$ cat config.mk
export PLATFORM = sky130hd
export DESIGN_NAME = len5_runtime_cfg
export DESIGN_NICKNAME = d
export VERILOG_FILES = /design/src/rtl/len5_runtime_cfg.sv
export SDC_FILE = /design/constraint.sdc
export NUM_CORES = 1
export LEC_CHECK = 0
export CORE_MARGIN = 3
export CORE_UTILIZATION = 40
export CTS_CLUSTER_SIZE = 25
export DETAILED_ROUTE_END_ITERATION = 12
export HOLD_SLACK_MARGIN = 0.08
export PLACE_DENSITY = 0.64
export SYNTH_ARGS = -nofsm -noshare
export SYNTH_HDL_FRONTEND = slang
export SYNTH_SLANG_ARGS = --single-unit
export TNS_END_PERCENT = 100
$ cat constraint.sdc
create_clock -name clk_i -period 11.4 [get_ports clk_i]
set_clock_uncertainty 0.15 [all_clocks]
set_input_delay 1.14 -clock clk_i [delete_from_list [all_inputs] [get_ports clk_i]]
set_output_delay 1.14 -clock clk_i [all_outputs]
set_load 0.01 [all_outputs]
$ cat src/rtl/len5_runtime_cfg.sv
// Runtime core configuration: register port writes a shadow copy, and a drain
// handshake promotes the shadow to the active copy once the pipeline is quiescent.
module len5_runtime_cfg #(
  parameter int unsigned N_MMAP        = 2,
  parameter logic [63:0] DEF_BOOT_PC   = 64'h180,
  parameter logic [1:0]  DEF_VM_MODE   = 2'd0,
  parameter logic [63:0] DEF_MMAP_BASE = 64'h2000_0000,
  parameter logic [63:0] DEF_MMAP_MASK = 64'hffff_ffff_e000_0000,
  parameter logic        DEF_FWD_EN    = 1'b1,
  parameter logic        DEF_HPM_EN    = 1'b1
) (
  input  logic        clk_i,
  input  logic        rst_ni,
  input  logic        req_valid_i,
  output logic        req_ready_o,
  input  logic        req_we_i,
  input  logic [4:0]  req_addr_i,
  input  logic [63:0] req_wdata_i,
  output logic        rsp_valid_o,
  output logic [63:0] rsp_rdata_o,
  output logic        rsp_err_o,
  output logic        drain_req_o,
  input  logic        quiesce_i,
  output logic        cfg_update_o,
  output logic [1:0]  vm_mode_o,
  output logic [63:0] boot_pc_o,
  output logic        fwd_en_o,
  output logic        hpm_en_o,
  input  logic [63:0] chk_addr_i,
  output logic        chk_is_mmap_o
);

  localparam int unsigned N_REG = 2 + 2 * N_MMAP;

  typedef enum logic [1:0] {IDLE, PENDING, APPLY} state_t;
  state_t state_q, state_d;

  logic        sh_fwd, sh_hpm, sh_lock;
  logic [1:0]  sh_vm;
  logic [63:0] sh_pc;
  logic [63:0] sh_base [N_MMAP];
  logic [63:0] sh_mask [N_MMAP];

  logic        act_fwd, act_hpm, act_lock;
  logic [1:0]  act_vm;
  logic [63:0] act_pc;
  logic [63:0] act_base [N_MMAP];
  logic [63:0] act_mask [N_MMAP];

  logic        in_apply, accept, addr_ok, req_err, wr_en;
  logic [63:0] rd_data;

  // Acceptance depends only on the registered state, keeping ready free of loops.
  assign in_apply     = (state_q == APPLY);
  assign req_ready_o  = ~in_apply;
  assign drain_req_o  = (state_q == PENDING);
  assign cfg_update_o = in_apply;
  assign accept       = req_valid_i & ~in_apply;
  assign addr_ok      = 32'(req_addr_i) < N_REG;
  assign req_err      = ~addr_ok | (req_we_i & act_lock);
  assign wr_en        = accept & req_we_i & ~req_err;

  always_comb begin
    rd_data = '0;
    if (req_addr_i == 5'd0) rd_data = {sh_lock, 59'd0, sh_vm, sh_hpm, sh_fwd};
    if (req_addr_i == 5'd1) rd_data = sh_pc;
    for (int unsigned k = 0; k < N_MMAP; k++) begin
      if (req_addr_i == 5'(2 + 2 * k)) rd_data = sh_base[k];
      if (req_addr_i == 5'(3 + 2 * k)) rd_data = sh_mask[k];
    end
  end

  always_comb begin
    state_d = state_q;
    case (state_q)
      IDLE:    if (wr_en) state_d = PENDING;
      PENDING: if (quiesce_i) state_d = APPLY;
      APPLY:   state_d = IDLE;
      default: state_d = IDLE;
    endcase
  end

  always_ff @(posedge clk_i) begin
    if (!rst_ni) state_q <= IDLE;
    else         state_q <= state_d;
  end

  always_ff @(posedge clk_i) begin
    if (!rst_ni) begin
      sh_fwd  <= DEF_FWD_EN;
      sh_hpm  <= DEF_HPM_EN;
      sh_vm   <= DEF_VM_MODE;
      sh_lock <= 1'b0;
      sh_pc   <= DEF_BOOT_PC;
      for (int unsigned k = 0; k < N_MMAP; k++) begin
        sh_base[k] <= (k == 0) ? DEF_MMAP_BASE : '0;
        sh_mask[k] <= (k == 0) ? DEF_MMAP_MASK : '0;
      end
    end else if (wr_en) begin
      if (req_addr_i == 5'd0) begin
        sh_fwd  <= req_wdata_i[0];
        sh_hpm  <= req_wdata_i[1];
        if (req_wdata_i[3:2] != 2'b11) sh_vm <= req_wdata_i[3:2];
        sh_lock <= sh_lock | req_wdata_i[63];
      end
      if (req_addr_i == 5'd1) sh_pc <= {req_wdata_i[63:2], 2'b00};
      for (int unsigned k = 0; k < N_MMAP; k++) begin
        if (req_addr_i == 5'(2 + 2 * k)) sh_base[k] <= req_wdata_i;
        if (req_addr_i == 5'(3 + 2 * k)) sh_mask[k] <= req_wdata_i;
      end
    end
  end

  always_ff @(posedge clk_i) begin
    if (!rst_ni) begin
      act_fwd  <= DEF_FWD_EN;
      act_hpm  <= DEF_HPM_EN;
      act_vm   <= DEF_VM_MODE;
      act_lock <= 1'b0;
      act_pc   <= DEF_BOOT_PC;
      for (int unsigned k = 0; k < N_MMAP; k++) begin
        act_base[k] <= (k == 0) ? DEF_MMAP_BASE : '0;
        act_mask[k] <= (k == 0) ? DEF_MMAP_MASK : '0;
      end
    end else if (in_apply) begin
      act_fwd  <= sh_fwd;
      act_hpm  <= sh_hpm;
      act_vm   <= sh_vm;
      act_lock <= sh_lock;
      act_pc   <= sh_pc;
      for (int unsigned k = 0; k < N_MMAP; k++) begin
        act_base[k] <= sh_base[k];
        act_mask[k] <= sh_mask[k];
      end
    end
  end

  always_ff @(posedge clk_i) begin
    if (!rst_ni) begin
      rsp_valid_o <= 1'b0;
      rsp_err_o   <= 1'b0;
      rsp_rdata_o <= '0;
    end else begin
      rsp_valid_o <= accept;
      rsp_err_o   <= accept & req_err;
      rsp_rdata_o <= (accept & ~req_we_i & ~req_err) ? rd_data : '0;
    end
  end

  assign vm_mode_o = act_vm;
  assign boot_pc_o = act_pc;
  assign fwd_en_o  = act_fwd;
  assign hpm_en_o  = act_hpm;

  always_comb begin
    chk_is_mmap_o = 1'b0;
    for (int unsigned k = 0; k < N_MMAP; k++) begin
      if ((act_mask[k] != '0) &&
          ((chk_addr_i & act_mask[k]) == (act_base[k] & act_mask[k])))
        chk_is_mmap_o = 1'b1;
    end
  end

endmodule
## Yosys cells after proc, flatten, opt, wreduce, memory -nomap -nowiden

Memories as Yosys holds them, arrays and structs flattened.
Cells that the tools add are included.

| storage, ports and cells | value |
|---|---|
| output and inout port bits | 138 |
| register bits after elaboration | 202 |
| word-level logic and storage cells | 106 |
| input bits | 138 |
| memory bits (writable) | 512 |
| memories | 4 |

Memories:

| memory | depth | width | read ports | clocked after memory_dff | wr ports | line | RTL |
|---|---|---|---|---|---|---|---|
| act_base | 2 | 64 | 2 | 0 | 2 | 47 | `logic [63:0] act_base [N_MMAP];` |
| act_mask | 2 | 64 | 2 | 0 | 2 | 48 | `logic [63:0] act_mask [N_MMAP];` |
| sh_base | 2 | 64 | 2 | 0 | 2 | 41 | `logic [63:0] sh_base [N_MMAP];` |
| sh_mask | 2 | 64 | 2 | 0 | 2 | 42 | `logic [63:0] sh_mask [N_MMAP];` |

| cells by class | value |
|---|---|
| bitwise operators | 25 |
| equality and inequality tests | 12 |
| $lt $le $gt $ge | 1 |
| mux-type cells | 39 |
| reductions and logical operators | 11 |

Operators by type and width:

| operator | number |
|---|---|
| $mux W64 | 14 |
| $and A64 B64 Y64 | 4 |
| $eq A64 B64 Y1 | 2 |
| $reduce_bool A64 Y1 | 2 |
| $mux W1 | 22 |
| $eq A5 B2 Y1 const B | 2 |
| $eq A5 B3 Y1 const B | 2 |
| $or A1 B1 Y1 | 10 |
| $reduce_and A2 Y1 | 4 |
| $and A1 B1 Y1 | 7 |
| $eq A5 B1 Y1 const B | 1 |
| $logic_not A5 Y1 | 1 |
| $lt A5 B3 Y1 const B | 1 |
| $mux W2 | 2 |
| $ne A2 B2 Y1 const B | 2 |
| $not A1 Y1 | 4 |
| $pmux W2 S2 | 1 |
| $reduce_and A3 Y1 | 1 |
| $eq A2 B1 Y1 const B | 1 |
| $eq A2 B2 Y1 const B | 1 |
| $logic_and A1 B1 Y1 | 2 |
| $logic_not A2 Y1 | 1 |
| $ne A2 B1 Y1 const B | 1 |

## Depth between registers and ports, before layout

| logic depth | value |
|---|---|
| word-level depth | 9 |
| mapped depth | 11 |
| mapped depth without buffers | 7 |

## Least setup slack after synthesis

Ideal clock, no wire load.

| timing | value |
|---|---|
| path kind | input -> register |
| start point | input rst_ni |
| end point | memory act_base[0][0], enable pin |
| stages on the path | 4 |
| library setup time | 1.948 ns |
| path slack | 3.166 ns |
| data required time | 9.302 ns |
| buffers on the path | 3 |
| arrival time | 6.136 ns |
| cells stage by stage | clkbuf_1 -> clkbuf_1 -> clkbuf_1 -> nand2_1 |

RTL lines:

| item | line | RTL |
|---|---|---|
| from (decl) | 13 | `input logic rst_ni,` |
| to (decl) | 47 |  |

## Worst setup path in the final report

| timing | value |
|---|---|
| start point | input chk_addr_i[4] |
| end point | output chk_is_mmap_o |

| between the ends | value |
|---|---|
| cells in the longest elaborated chain, start to end | 5 |
| elaborated cells on any way between the ends | 8 |
| those cells by class | eq/ne (2); mux (2); bitwise (2); reduce/logical (2) |

Ends and longest elaborated chain:

| item | line | RTL |
|---|---|---|
| from (decl) | 29 | `input logic [63:0] chk_addr_i,` |
| $and A64 B64 Y64 | 159 | `((chk_addr_i & act_mask[k]) == (act_base[k] & act_mask[k])))` |
| $eq A64 B64 Y1 | 159 |  |
| $logic_and A1 B1 Y1 | 158 | `if ((act_mask[k] != '0) &&` |
| $mux W1 | 158 |  |
| $mux W1 * | 158 |  |
| to (decl) | 30 | `output logic chk_is_mmap_o` |

Every way passes the cells marked *; elsewhere a longest branch is shown, timed or not.

==> qor.txt <==
vias in the first global route = 20559
Crit. End Element = output port
worst-path cell chain = clkdlybuf4s50_1 -> xor2_1 -> a22o_1 -> a221oi_1 -> nand4_1 -> nor3_1 -> a22o_1 -> clkdlybuf4s50_1
largest net degree at the start of global routing = 149
CTS Buffer Depth = 3
share of layout cells above drive strength 1 = 0.06612
hold buffer count at cts = 0
outcome = complete, no violations
worst hold path type = flop to flop
die height = 278.5 um
Die ar. = 77580 um^2
drt wl/cell = 27.21 um
CP arrival = 3.97 ns
starting density of the core = 0.4058
Final Setup Violations = 0
# rows = 99
clk_lat worst skew = 0.62 ns
worst slew pin tran = 1.213 ns
residual DRC count = 0
drt pass-1 iters = 5
Root Buffer = clkbuf_16
Nets = 2734
DRT iter0 DRCs = 2042
Worst IR Drop VDD = 0.09736 mV
Cell variety after synth = 45
RSZ-0062 raised after global routing = no
total number of vias = 20440
leakage = 13.27 nW
ys async rst share = 0
clock-pin slew on the worst setup and hold paths = 0.06 ns
slowest CP cell = clkdlybuf4s50_1
post-route setup TNS = 0 ns
Post-DP Area = 33200 um^2
Num Clock Sinks = 714
TritonCTS buffer count = 78
Relative slew margins = 0.1882
CTS tree = yes
initial antenna violation count = 3
CP Max Fanout = 2
number of max-cap violations = 0
# IOs = 276
Post-synth EDFFs = 512
Main synth FF type = edfxtp_1
register area share after synthesis = 0.6536
Post-Synthesis Cells = 2386
CP Class = input pin to output port
core area = 73210 um^2
most frequent cells in the layout = edfxtp_1 (512), clkdlybuf4s50_1 (270), nand2_1 (269)
post-DR vias/cell = 5.643
post-CTS setup buffer count = 0
crit-path max cell delay = 0.57 ns
Final Max Slew Viols = 0
post-cts sizing count = 0
most common cell after layout, fill and taps aside = edfxtp_1
Layout area overhead = 20.60%
Final Hold Vio Count = 0
GPL Wtd Cong = 0.9279
ANT nets after route = 0
reg2reg setup slack = 7.39 ns
global-route wire length before repair = 142.9 mm
Worst setup SP type = input pin
Port Buffer Count = 273
Tcrit/Tclk final = 0.4616
PwrDens = 161.3 nW/um^2
family with the most delay on the worst path = buffers and inverters
dpl hpwl = 66.28 mm
H-tree Lvls = 3
Critical Path RT = 10.11 ns
synthesis-stage register bit count = 714
Die W = 278.5 um
cell area after layout = 35830 um^2
Synth Cell Area = 29710 um^2
Mapped Avg Cell Area = 12.45 um^2
Max Fclk = 190.0 MHz
remaining global-route overflow = 0
GRT Total Usage = 0.2510
Yosys warnings = 0
Fin Hold WS = 0.3154 ns
Crit path buffers/inverters = 2
Tmin final = 5.262 ns
Routed WL = 98.55 mm
-- cell usage after synthesis (2+ instances only) --
master	instances	area, um^2
buf_2	4	20.02
o21ai_0	10	50.05
o31ai_1	5	37.54
a221oi_1	28	245.2
a21boi_1	58	435.4
nor3_1	8	40.04
nand4_1	14	87.58
o22a_1	59	516.8
edfxtp_1	512	15370
a21oi_1	70	350.3
or4_1	2	15.01
mux2i_1	125	1251
and2_1	128	800.8
nor2b_1	2	12.51
a22o_1	29	254.0
a22oi_1	8	60.06
nand2b_1	38	237.7
nand2_1	270	1013
buf_1	9	33.78
inv_1	2	7.510
buf_6	12	135.1
or3_1	38	237.7
dfxtp_1	202	4044
and3_1	220	1376
nor4_1	35	219.0
buf_4	3	22.52
clkbuf_1	146	548.0
a21boi_0	65	488.0
nor2_1	130	488.0
xor2_1	128	1121
nand3_1	11	55.05
o221a_2	2	22.52
-- power by group --
group / switching, W / internal [W] / leakage [nW]
clock network: 0.00106 / 0.00152 / 1.30
logic: 0.000215 / 0.000116 / 5.31
registers: 0.0000421 / 0.00283 / 6.67
-- layer usage --
metal | global-route usage | up-vias | part of all wire
met1 | 0.3389 | 10348 | 0.42
met2 | 0.4185 | 869 | 0.48
met4 | 0.07838 | 4 | 0.030
met3 | 0.03934 | 148 | 0.069
li1 | - | 9071 | -
met5 | 0 | - | 0.00023
-- state kept, by name, indices dropped and copies added, names as in the netlist --
name / flops
act_base: 128
act_lock: 1
act_mask: 128
boot_pc_o: 62
fwd_en_o: 1
hpm_en_o: 1
rsp_err_o: 1
rsp_rdata_o: 64
rsp_valid_o: 1
sh_base: 128
sh_fwd: 1
sh_hpm: 1
sh_lock: 1
sh_mask: 128
sh_pc: 62
sh_vm: 2
state_q: 2
vm_mode_o: 2
-- worst min-delay path, cell delays in order, from the launching register on --
cell and delay (ns):
dfxtp_1 0.31, nand2_1 0.05, a21boi_0 0.06
-- kinds of logic (layout without fill, tap and decap cells) --
family                    count (synthesis)  in the layout  synth area share
and+or+nand+nor                         903            903            0.1566
buffers and inverters                   178            453           0.02607
AOI/OAI and AO/OA                       336            336           0.08334
other                                     1              3         0.0001262
xor gates and xnor gates                128            128           0.03773
DFF                                     714            714            0.6536
muxes                                   126            126           0.04249
-- per-stage QoR --
step | setup slack (ns) | instances | utilization | power, W
after floorplan | 3.166 | 2387 | - | 0.003079
after CTS | 6.196 | 3621 | 0.4894 | 0.005812
after global placement | 6.023 | 3475 | 0.4535 | 0.003254
final | 6.138 | 3622 | 0.4894 | 0.005779
after global routing | 6.030 | 3621 | 0.4894 | 0.005939
after detailed placement | 5.943 | 3475 | 0.4535 | 0.003258
-- final timing paths --
check,from,end,depth (start not counted)
worst max-delay path,chk_addr_i[4],chk_is_mmap_o,8
worst min register to register,boot_pc_o[60]$_SDFFE_PN0P_,boot_pc_o[60]$_SDFFE_PN0P_,2
worst max register to register,state_q[0]$_SDFFE_PN0P_,sh_mask[0][39]$_SDFFCE_PP1P_,6
worst min-delay path,boot_pc_o[60]$_SDFFE_PN0P_,boot_pc_o[60]$_SDFFE_PN0P_,2
-- final cells by class --
type | instances | area [um^2]
well taps | 959 | 1200
clock buffers | 111 | 2321
repair buffers | 303 | 2958
diodes | 1 | 2.502
clock inverters | 35 | 306.5
multi-input cells | 1495 | 9603
fillers | 6350 | 37380
flip-flops and latches | 714 | 19420
inverters | 4 | 20.02
(Power assumes the default switching activity.)
